<file path="src/rtl/booth_mul16_seq.sv">
// Sequential radix-2 Booth multiplier: WIDTH+1 add/sub-and-shift steps per product.
// Signed or unsigned operands selected per operation by `sign`.
module booth_mul16_seq #(
    parameter int WIDTH = 16
) (
    input  logic               clk,
    input  logic               rst_n,
    input  logic               in_valid,
    output logic               in_ready,
    input  logic [WIDTH-1:0]   a,
    input  logic [WIDTH-1:0]   b,
    input  logic               sign,
    output logic               out_valid,
    input  logic               out_ready,
    output logic [2*WIDTH-1:0] product,
    output logic               busy
);
    localparam int CW = $clog2(WIDTH + 1);

    typedef enum logic [1:0] {
        IDLE = 2'd0,
        RUN  = 2'd1,
        DONE = 2'd2
    } state_t;

    state_t               state_q, state_d;
    logic [WIDTH:0]       m_q, m_d;
    logic [WIDTH+1:0]     acc_q, acc_d;
    logic [WIDTH:0]       qr_q, qr_d;
    logic                 qm1_q, qm1_d;
    logic [CW-1:0]        cnt_q, cnt_d;
    logic [2*WIDTH-1:0]   prod_q, prod_d;
    logic                 ov_q, ov_d;

    logic [WIDTH+1:0]     m_ext, sum, acc_sh;
    logic [WIDTH:0]       q_sh;

    // Guard bit keeps acc - M exact even for the most-negative M.
    always_comb begin
        m_ext = {m_q[WIDTH], m_q};
        sum   = acc_q;
        case ({qr_q[0], qm1_q})
            2'b01:   sum = acc_q + m_ext;
            2'b10:   sum = acc_q + ~m_ext + (WIDTH+2)'(1);
            default: sum = acc_q;
        endcase
        acc_sh = {sum[WIDTH+1], sum[WIDTH+1:1]};
        q_sh   = {sum[0], qr_q[WIDTH:1]};
    end

    always_comb begin
        state_d = state_q;
        m_d     = m_q;
        acc_d   = acc_q;
        qr_d    = qr_q;
        qm1_d   = qm1_q;
        cnt_d   = cnt_q;
        prod_d  = prod_q;
        ov_d    = ov_q;
        unique case (state_q)
            IDLE: begin
                if (in_valid) begin
                    m_d     = sign ? {a[WIDTH-1], a} : {1'b0, a};
                    qr_d    = sign ? {b[WIDTH-1], b} : {1'b0, b};
                    acc_d   = '0;
                    qm1_d   = 1'b0;
                    cnt_d   = '0;
                    state_d = RUN;
                end
            end
            RUN: begin
                acc_d = acc_sh;
                qr_d  = q_sh;
                qm1_d = qr_q[0];
                cnt_d = cnt_q + CW'(1);
                if (cnt_q == CW'(WIDTH)) begin
                    prod_d  = {acc_sh[WIDTH-2:0], q_sh};
                    ov_d    = 1'b1;
                    state_d = DONE;
                end
            end
            DONE: begin
                if (out_ready) begin
                    ov_d    = 1'b0;
                    state_d = IDLE;
                end
            end
            default: state_d = IDLE;
        endcase
    end

    always_ff @(posedge clk or negedge rst_n) begin
        if (!rst_n) begin
            state_q <= IDLE;
            m_q     <= '0;
            acc_q   <= '0;
            qr_q    <= '0;
            qm1_q   <= 1'b0;
            cnt_q   <= '0;
            prod_q  <= '0;
            ov_q    <= 1'b0;
        end else begin
            state_q <= state_d;
            m_q     <= m_d;
            acc_q   <= acc_d;
            qr_q    <= qr_d;
            qm1_q   <= qm1_d;
            cnt_q   <= cnt_d;
            prod_q  <= prod_d;
            ov_q    <= ov_d;
        end
    end

    assign in_ready  = (state_q == IDLE);
    assign busy      = (state_q == RUN);
    assign out_valid = ov_q;
    assign product   = prod_q;

endmodule
</file>
<file path="config.mk">
export PLATFORM = sky130hd
export DESIGN_NAME = booth_mul16_seq
export DESIGN_NICKNAME = d
export VERILOG_FILES = /design/src/rtl/booth_mul16_seq.sv
export SDC_FILE = /design/constraint.sdc
export NUM_CORES = 1
export LEC_CHECK = 0
export BUFFER_PORTS_ARGS = -buffer_cell sky130_fd_sc_hd__buf_4
export CAP_MARGIN = 10
export CORE_ASPECT_RATIO = 1.2
export CORE_MARGIN = 2
export CORE_UTILIZATION = 53
export DETAILED_ROUTE_END_ITERATION = 8
export HOLD_SLACK_MARGIN = 0.12
export PLACE_DENSITY = 0.79
export SLEW_MARGIN = 5
export SYNTH_ARGS = -nofsm -noshare
export SYNTH_HDL_FRONTEND = slang
export SYNTH_SLANG_ARGS = --single-unit
</file>
<file path="constraint.sdc">
create_clock -name clk -period 2.6 [get_ports clk]
set_input_delay 0 -clock clk [delete_from_list [all_inputs] [get_ports clk]]
set_output_delay 0 -clock clk [all_outputs]
set_load 0.01 [all_outputs]
</file>
# After elaboration in Yosys (flattened, before gate mapping)
# Cells that the tools add are included.
# word_totals
ff_bits,93
inputBits,37
out_inout_bits,35
wordCells,47
# op_classes
add_sub_neg,4
n_eq_ne,8
n_mux,18
n_bitwise,1
n_reduce_logical,8
# op_table
op,n
18-bit case mux with 2 select lines,2
17-bit 2-to-1 mux,3
18-bit adder,2
17-bit case mux with 2 select lines,1
18-bit by 1-bit adder with 18-bit output (second input constant),1
18-bit 2-to-1 mux,1
18-bit inverter,1
5-bit case mux with 2 select lines,1
2-bit 2-to-1 mux,3
2-bit case mux with 3 select lines,1
2-bit AND reduction,3
3-bit AND reduction,2
5-bit by 1-bit adder with 5-bit output (second input constant),1
5-bit == test (second input constant),1
5-bit 2-to-1 mux,1
2-bit by 1-bit == test with 1-bit output (second input constant),2
2-bit == test (second input constant),2
2-bit != test (second input constant),2
1-bit case mux with 2 select lines,2
2-bit nonzero test,2
1-bit 2-to-1 mux,3
2-bit logical NOT,1
2-bit by 1-bit != test with 1-bit output (second input constant),1

# Depth between registers and ports, before layout
# depth
ltp_word,5
depth_mapped,11
mapped_depth_nobuf,11

# Worst setup path after synthesis
# OpenSTA, ideal clock, no wires.
# synth_path
kind,register to register
from,register acc_q[0]
to,"register prod_q[30], in the netlist product[30]"
setup_ps,133
arrival_ps,2388
t_required_ps,2467
slack_ps,78
stages_incl_launch_ff,12
path_buffers,0
period_less_slack_ps,2522
path_cell_list,dfrtp_1 -> ha_1 -> inv_1 -> fa_1 -> nor2_1 -> o311ai_1 -> a21o_1 -> o31ai_1 -> a21oi_1 -> a22o_1 -> nor4b_1 -> a211oi_1
# synth_between
elab_chain_cells,3
word_cells_on_any_way,4
classes_between,add/sub (3); mux (1)
# synth_rtl
element,line_no,rtl
start: declaration,28,"logic [WIDTH+1:0] acc_q, acc_d;"
start signal: assignment,96,acc_q <= '0;
start signal: assignment,105,acc_q <= acc_d;
18-bit adder,44,2'b10: sum = acc_q + ~m_ext + (WIDTH+2)'(1);
18-bit by 1-bit adder with 18-bit output,44,
18-bit case mux with 2 select lines *,42,"case ({qr_q[0], qm1_q})"
end signal: assignment,109,prod_q <= prod_d;
end: declaration,32,"logic [2*WIDTH-1:0] prod_q, prod_d;"
# Mark *: on every way between the ends. The rest lies on a longest branch, timed or not.
# A chain may end at the register's enable or synchronous reset.

# Final worst setup path
# layout_path
from,register m_q[1]
to,"register prod_q[29], in the netlist product[29]"
# layout_between
elab_chain_cells,4
word_cells_on_any_way,5
classes_between,add/sub (3); mux (1); bitwise (1)
# layout_rtl
element,line_no,rtl
start: declaration,27,"logic [WIDTH:0] m_q, m_d;"
start signal: assignment,104,m_q <= m_d;
18-bit inverter,44,
18-bit adder,44,
18-bit by 1-bit adder with 18-bit output,44,
18-bit case mux with 2 select lines *,42,
# Marked as above.

==> results.toml <==
[outcome]
outcome = "finished with violations"
violations = "setup timing"

[setup_path]
crit_path_start_kind = "flop"
path_class = "reg2reg"
rr_startpoint = "m_q[1]"
crit_required_ns = 2.84
startpoint = "m_q[1]"
ff2ff_path_depth = 10
endpoint = "product[29]"
worst-path-max-fanout = 4
worstPathArrival_ns = 2.86
regToRegSetupSlack_ns = -0.02
cp-end-kind = "flop"
reg2reg_to = "product[29]"

[global_routing]
gr-total-overflow = 0
antenna_found_initial = 0
grtUsageMet1 = 0.334
top_usage_layer = "met2"
grtUsageTotal = 0.280
grtUsageMet3 = 0.0540
grt_pass1_vias = 5522
grt_use_met2 = 0.489
grt_start_max_net_pins = 44
grt_pass1_wl_microns = 26600

[cells_and_area]
antenna_cells = 0
final_nets = 864
final_core_util = 0.736
layout_common_cells = "buf_4, dfrtp_1, nand2_1"
drive_gt1_frac = 0.288
final_common_cell = "buf_4"
syn_to_final_growth_pct = 34.8

[sta]
worst_pin_slew_ns = 0.550
period_share = 1.01
setup_violations = 1
max_freq_ghz = 0.382
grt_setup_unrepaired = "yes"
maxSlewViolCount = 0
fin_skew_ns = 0.0114
hold_violations = 0
post-route-min-period_ns = 2.62
fin_ws_ns = -0.0211
holdWs_ns = 0.173
setup_tns_ns = -0.0211
relSlewSlack = 0.634

[yosys]
synth-seq-area-share = 0.401
yosysUniqueCellTypes = 69
syn-num-nets = 721
ys_seq_elements = 92
synth-edff-count = 0
synthFlopType = "dfrtp_1"
synth_area_leaders = "dfrtp_1, ha_1, nand2_1"
synth_area_sq_um = 5740
async_reset_ff_frac = 1.00
ys_warn_count = 0
yosys.area.top_type = "dfrtp_1"
synth_top_area_frac = 0.401
avgSynthCellArea_sq_um = 8.92
synthCells = 644

[cts]
cts_root_buffer = "clkbuf_16"
cts_buffer_depth = 2
clock-sinks = 92
cts_inserted_buffers = 9
htree_levels = 3
clk_latency_ns = 0.36
clk_pin_slew_ns = 0.07
cts_tree = "done"

[power_and_ir_drop]
p_clk_frac = 0.119
power_frac_comb = 0.665
power.density_nw_per_um2 = 1530
total_power_mw = 11.8
internal-power_mw = 6.37
p_leak_nw = 3.52
seq_power_share = 0.217
vdd_drop_max_mv = 0.710
netSwitchingFraction = 0.462
p_switching_mw = 5.46

[floorplan]
chipWidth_microns = 99.0
coreArea_sq_um = 10500
fp.dieArea_sq_um = 11700
start_util = 0.546
chipHeight_microns = 118
ios = 72
placementRows = 41

[detailed_routing]
wl_per_cell_microns = 18.0
wl_microns = 16600
vias_per_cell = 5.92
drt_iter0_markers = 424
drt_first_pass_iters = 5
ant_nets = 0
route.detailed.drc = 0
dr_total_vias = 5456

[flow_run]
maxCapViolations = 0

[placement]
io_buffers = 71
place_congestion = 0.965
dp_slack_ns = -0.0989
place_hpwl_microns = 10800

[min_path]
hp-class = "in2async"
## Yosys cell counts (2+ instances only)
library cell	number
o211a_1	3
o31ai_1	6
o221ai_1	3
a211oi_1	5
ha_1	38
a22oi_1	6
nor2b_1	5
mux2_2	19
nor4_1	4
a31oi_1	19
a32oi_1	3
o31a_1	2
nand2b_1	9
xor2_1	3
buf_4	5
xnor2_1	11
nor3_1	6
o22ai_1	3
mux2i_1	3
buf_2	4
a2111oi_2	2
o21ai_0	58
o21a_1	4
a221o_1	4
nand3_1	22
o21bai_1	3
and2_1	2
dfrtp_1	92
a22o_1	3
nand2_1	91
fa_1	2
a41oi_1	3
a32o_1	2
a21o_1	6
nor2_1	53
o311ai_0	2
inv_1	41
a21oi_1	38
nor4b_1	2
clkbuf_1	28
## worst min path at each step
| stage | to | slack, ns |
|---|---|---|
| after CTS | m_q[5] | 0.20 |
| after detailed placement | acc_q[6] | 0.03 |
| final | acc_q[6] | 0.17 |
| after global placement | m_q[5] | 0.02 |
| after floorplan | acc_q[0] | -0.30 |
| after global routing | m_q[5] | 0.24 |
## sequential cells by signal, indices dropped and copies added (netlist names)
| register | cells |
|---|---|
| acc_q | 17 |
| cnt_q | 5 |
| m_q | 17 |
| out_valid | 1 |
| product | 32 |
| qm1_q | 1 |
| qr_q | 17 |
| state_q | 2 |
## cells by family after synthesis
logic type	synth area share
AND/OR/NAND/NOR	0.166
multiplexers	0.0425
XOR/XNOR	0.0213
AO/OA/AOI/OAI	0.223
buffers and inverters	0.0564
flip-flops	0.401
adder cells (fa/ha/maj)	0.0897
## repair_timing
item / CTS / global route
resized for setup: 23 / 44
setup endpoints to repair: 15 / 22
hold endpoints to repair: 77 / 0
buffers inserted: 3 / 6
pin swaps: 6 / 22
hold buffers: 35 / 0
## power by group through the flow
stage               clock network [mW]  logic, mW  registers [mW]
CTS                               1.42       7.16            2.54
global placement                     0       6.54            2.51
detailed placement                   0       6.76            2.55
floorplan                            0       4.46            2.56
finish                            1.40       7.86            2.56
global route                      1.46       8.50            2.64
## through the flow
stage,cells,cell area (sq um)
6_report,921,7740
5_1_grt,921,7740
4_1_cts,915,7510
3_5_place_dp,861,6700
3_3_place_gp,861,6700
2_1_floorplan,644,5740
## worst max-delay path: stages, from the launching register on
cell	delay, ns
dfrtp_1	0.41
inv_2	0.10
ha_4	0.21
nand2b_4	0.15
a2111oi_4	0.38
o21ai_1	0.12
nor2b_4	0.15
o41ai_4	0.39
o211a_1	0.26
o21ai_2	0.08
mux2_4	0.27
## cell type report
class | count | area, sq um
Clock inverter | 6 | 82.6
Multi-Input combinational cell | 472 | 3410
Fill cell | 710 | 2780
Inverter | 42 | 160
Clock buffer | 10 | 239
Sequential cell | 92 | 2300
Tap cell | 129 | 161
Timing Repair Buffer | 170 | 1380
## metal layers
metal	wire, microns	part of all wire
met3	920	0.055
met1	6690	0.40
met2	8490	0.51
met4	517	0.031
met5	0	0
Note: power is estimated with default switching activity, not from simulation.
